**src/rtl/mouse_accum.sv**
```systemverilog
`default_nettype none
//============================================================================
// Module      : mouse_accum
// Description : Accumulates PS/2 mouse motion packets into saturating 9-bit
//               signed X/Y counters and tracks button state. A new packet is
//               flagged by a toggle on ps2_mouse[24]. The packet is captured
//               one cycle after the toggle is seen and applied one cycle
//               later, so the outputs move two clk_sys edges after the toggle.
//               Per-axis consume strobes zero the counters. When a strobe
//               lands in the same cycle as a packet, that axis restarts from
//               the packet's delta.
// Ports       : clk_sys      - system clock, rising edge
//               reset        - asynchronous active-high reset
//               ps2_mouse    - [24] toggle, [23:16] Y, [15:8] X, [7:0] status
//               clr_x/clr_y  - one-cycle consume strobes per axis
//               mouse_x/y    - signed accumulated motion, [-256, +255]
//               mouse_left/middle/right - button state, active-high
//               moved        - registered (mouse_x != 0) | (mouse_y != 0)
// Revision    : 1.0 - initial release
//============================================================================
module mouse_accum #(
    parameter int INVERT_Y = 1
) (
    input  logic        clk_sys,
    input  logic        reset,
    input  logic [24:0] ps2_mouse,
    input  logic        clr_x,
    input  logic        clr_y,
    output logic [8:0]  mouse_x,
    output logic [8:0]  mouse_y,
    output logic        mouse_left,
    output logic        mouse_middle,
    output logic        mouse_right,
    output logic        moved
);

    localparam logic signed [10:0] c_MAX = 11'sd255;
    localparam logic signed [10:0] c_MIN = -11'sd256;

    // Toggle history: no reset, so it keeps following the host toggle while
    // reset is held and the level present at release is never seen as a packet.
    logic        r_tog;
    logic        w_new;

    // Capture stage
    logic [23:0] r_cap;
    logic        r_pend;

    // Delta and next-state computation
    logic [7:0]         w_status;
    logic [8:0]         w_dx9;
    logic [8:0]         w_dy9;
    logic signed [10:0] w_dx;
    logic signed [10:0] w_dy_raw;
    logic signed [10:0] w_dy;
    logic signed [10:0] w_base_x;
    logic signed [10:0] w_base_y;
    logic [8:0]         w_next_x;
    logic [8:0]         w_next_y;
    logic               w_next_moved;
    logic               w_unused_status3;

    function automatic logic [8:0] f_clamp(input logic signed [10:0] v);
        if (v > c_MAX) begin
            return 9'h0FF;
        end else if (v < c_MIN) begin
            return 9'h100;
        end else begin
            return v[8:0];
        end
    endfunction

    always_ff @(posedge clk_sys) begin
        r_tog <= ps2_mouse[24];
    end

    assign w_new = ps2_mouse[24] ^ r_tog;

    always_ff @(posedge clk_sys or posedge reset) begin
        if (reset) begin
            r_cap  <= '0;
            r_pend <= 1'b0;
        end else begin
            r_pend <= w_new;
            if (w_new) begin
                r_cap <= ps2_mouse[23:0];
            end
        end
    end

    assign w_status         = r_cap[7:0];
    // The "always 1" status bit carries no information and is not checked.
    assign w_unused_status3 = w_status[3];

    always_comb begin
        w_dx9 = {w_status[4], r_cap[15:8]};
        if (w_status[6]) begin
            w_dx9 = w_status[4] ? 9'h100 : 9'h0FF;
        end
        w_dy9 = {w_status[5], r_cap[23:16]};
        if (w_status[7]) begin
            w_dy9 = w_status[5] ? 9'h100 : 9'h0FF;
        end

        w_dx     = {{2{w_dx9[8]}}, w_dx9};
        w_dy_raw = {{2{w_dy9[8]}}, w_dy9};
        // Negating in the wider type lets -256 become +256 before clamping.
        w_dy     = (INVERT_Y != 0) ? -w_dy_raw : w_dy_raw;

        // A clear in the same cycle as a packet discards the old value but
        // still applies the packet.
        w_base_x = clr_x ? 11'sd0 : {{2{mouse_x[8]}}, mouse_x};
        w_base_y = clr_y ? 11'sd0 : {{2{mouse_y[8]}}, mouse_y};

        if (r_pend) begin
            w_next_x = f_clamp(w_base_x + w_dx);
            w_next_y = f_clamp(w_base_y + w_dy);
        end else begin
            w_next_x = w_base_x[8:0];
            w_next_y = w_base_y[8:0];
        end

        w_next_moved = (|w_next_x) | (|w_next_y);
    end

    always_ff @(posedge clk_sys or posedge reset) begin
        if (reset) begin
            mouse_x      <= '0;
            mouse_y      <= '0;
            mouse_left   <= 1'b0;
            mouse_middle <= 1'b0;
            mouse_right  <= 1'b0;
            moved        <= 1'b0;
        end else begin
            mouse_x <= w_next_x;
            mouse_y <= w_next_y;
            moved   <= w_next_moved;
            if (r_pend) begin
                mouse_left   <= w_status[0];
                mouse_right  <= w_status[1];
                mouse_middle <= w_status[2];
            end
        end
    end

endmodule
`default_nettype wire
```
**config.mk**
```make
export PLATFORM = sky130hd
export DESIGN_NAME = mouse_accum
export DESIGN_NICKNAME = d
export VERILOG_FILES = /design/src/rtl/mouse_accum.sv
export SDC_FILE = /design/constraint.sdc
export NUM_CORES = 1
export LEC_CHECK = 0
export CORE_ASPECT_RATIO = 0.75
export CORE_MARGIN = 3
export CORE_UTILIZATION = 58
export CTS_CLUSTER_DIAMETER = 200
export DETAILED_ROUTE_END_ITERATION = 10
export GPL_ROUTABILITY_DRIVEN = 0
export PLACE_DENSITY_LB_ADDON = 0.2
export SYNTH_ARGS = -nofsm -noshare
export SYNTH_HDL_FRONTEND = slang
export SYNTH_SLANG_ARGS = --single-unit
```
**constraint.sdc**
```tcl
create_clock -name clk_sys -period 6.1 [get_ports clk_sys]
set_input_delay 1.22 -clock clk_sys [delete_from_list [all_inputs] [get_ports clk_sys]]
set_output_delay 1.22 -clock clk_sys [all_outputs]
set_load 0.01 [all_outputs]
```
==> results.yml <==
run_status:
  status: "finished, final reports clean"
synthesis:
  synth_largest_area_cell: "dfrtp_1"
  synth_seq_cells: 47
  syn_area_mm2: 0.00301
  syn_inst: 296
  synth_edf_count: 0
  ys_types: 59
  synthFlopType: "dfrtp_1"
  synth_top_cell_area_share: 0.383
  avgSynthCellArea_um2: 10.2
  synth_warnings: 0
  synth-seq-area-share: 0.389
  netlist_top_cells_area: "dfrtp_1 38%, mux2_2 8.2%, ha_1 7.5%"
  synth_nets: 345
  synthArstFlopShare: 0.979
die:
  die_w_um: 89.2
  die_h_um: 68.4
  die_area_mm2: 0.00610
  io_pins: 51
  core_area_mm2: 0.00495
  start_util: 0.607
  row_count: 22
detailed_routing:
  wl_per_cell_um: 17.2
  vias: 2513
  ant_nets: 0
  routed_wl_um: 7000
  dr.first_iter.drc_count: 175
  remaining_drc_errors: 0
  first_pass_iters: 4
  vias_per_cell: 6.19
cells_and_area:
  area_delta_synth_final_pct: 21.3
  fin_util: 0.737
  drive_gt1_frac: 0.133
  layout_common_cells: "49 x clkdlybuf4s50_1, 46 x dfrtp_1, 22 x mux2_2, 21 x nor2b_1, 21 x o21ai_0"
  final_area_mm2: 0.00365
  num_antenna_cells: 0
  nets: 394
  final_common_cell: "clkdlybuf4s50_1"
power:
  p_per_area_mw_per_mm2: 413
  peakVddDrop_uv: 196
  p_leak_nw: 1.55
worst_setup_path:
  rr_startpoint: "r_cap[6]"
  worstPathMaxFanout: 9
  start_kind: "input port"
  worst_ep_arrival_time_ns: 4.69
  crit_required_ns: 6.28
  crit_type: "input port to flop"
  r2r_slack_ns: 2.47
  end_kind: "flop"
  reg2reg_to: "moved"
  r2r_cells: 12
grt:
  grt_pass1_vias: 2276
  use_met3: 0.0614
  grtUsageTotal: 0.248
  grt_max_degree: 47
  antenna_found_initial: 0
  grt.busiest_layer: "met1"
  grt_pass1_wl_um: 11300
  met2_usage: 0.337
  grt_use_met1: 0.385
  gr-total-overflow: 0
placement:
  io_buffers: 49
  dpl.hpwl_um: 5250
  placed_cell_area_mm2: 0.00356
sta:
  slew_headroom: 0.269
  finalSetupViolCount: 0
  clock_skew_ns: 0.00458
  worstMarginPinSlew_ns: 1.10
  slew_violations: 0
  rsz0062_at_grt: "no"
  fin_tns_setup_ns: 0
  post-route-period-util: 0.739
  hold_violations: 0
  clock.fmax_mhz: 222
  fin_crit_ns: 4.51
clocking:
  clock_sinks: 47
  clockBufferDepth: 2
  numCtsBuffers: 5
  h-tree-depth: 2
  clk_latency_ns: 0.30
  tritoncts: "done"
  ctsHoldBuffers: 0
  clockRootBuffer: "clkbuf_8"
  cts_resized: 0
  path_clk_slew_ns: 0.10
  cts_setup_buffers: 0
worst_hold_path:
  min_path_type: "flop to flop"
  min_path_cells: 1
  min_delay_worst_endpoint: "mouse_right"
  min_from: "r_cap[1]"
run:
  drv_cap: 0
metal layers:
layer  wire [um]  part of all wire  up-vias
li1            -                 -     1204
met4          55            0.0079        0
met5           0                 0        -
met3         623             0.089        6
met2        2890              0.41       95
met1        3430              0.49     1208
metrics by stage:
step                      setup WS [ns]  hold slack, ns  cells  power (W)
after global routing               1.34           0.520    406    0.00161
after global placement             1.36           0.484    398    0.00128
after detailed placement           1.30           0.492    398    0.00130
after floorplan                    2.49           0.475    296    0.00102
final                              1.59           0.512    406    0.00151
after CTS                          1.62           0.515    406    0.00150
Yosys cell counts, types with 3 or more instances:
master      n
nor2b_1    21
nand2_1    14
nor2_1     17
ha_1       18
a211oi_1    5
xor2_1      6
xnor2_1     4
o21ai_0    21
dfrtp_1    46
nand2b_1    5
nor4_1      6
mux2_2     22
a31oi_1    13
and2_1      3
a21o_1      7
o2bb2ai_1   3
a21oi_1     9
clkbuf_1    6
o21a_1     10
inv_1       9
o211ai_1    5
nand3_1     3
registers in the layout (all words and copies together), names as in the netlist:
name          flops
mouse_left        1
mouse_middle      1
mouse_right       1
mouse_x           9
mouse_y           9
moved             1
r_cap            23
r_pend            1
r_tog             1
worst max-delay path, stage by stage:
cell and delay (ns):
clkdlybuf4s50_1 0.59, nand2b_1 0.27, ha_1 0.24, fa_1 0.41, nor2b_1 0.18, o2111ai_1 0.20
a21boi_1 0.29, nor4b_1 0.12, nor3_2 0.50, a31oi_1 0.21, nor3_1 0.34, nand3_1 0.11
power breakdown:
group	total, W	switching [W]	internal [W]
combinational	0.000857	0.000446	0.000411
sequential	0.000453	0.0000570	0.000396
clock	0.000199	0.000116	0.0000824
total	0.00151	0.000619	0.000890
cell families (layout without fill, tap and decap cells):
logic type	after synthesis	in the layout	share of synthesized area
AO/OA/AOI/OAI	97	97	0.232
AND/OR/NAND/NOR	82	82	0.154
flip-flops	47	47	0.389
multiplexers	23	23	0.0857
adder cells (fa/ha/maj)	20	20	0.0882
buffers and inverters	17	67	0.0216
XOR/XNOR	10	10	0.0291
worst max path at each step:
stage / end / depth (start not counted) / start
floorplan: moved / 11 / clr_x
CTS: moved / 12 / clr_x
global placement: moved / 12 / clr_y
finish: moved / 12 / clr_y
global route: moved / 12 / clr_y
detailed placement: moved / 12 / clr_x
final cells by class:
cell class	count	area [um2]
multi-input combinational	232	1780
fill	368	1310
sequential	47	1170
timing repair buffer	50	498
tap	60	75.1
clock buffer	5	68.8
inverter	9	33.8
clock inverter	3	22.5
Note: power is estimated with default switching activity, not from simulation.
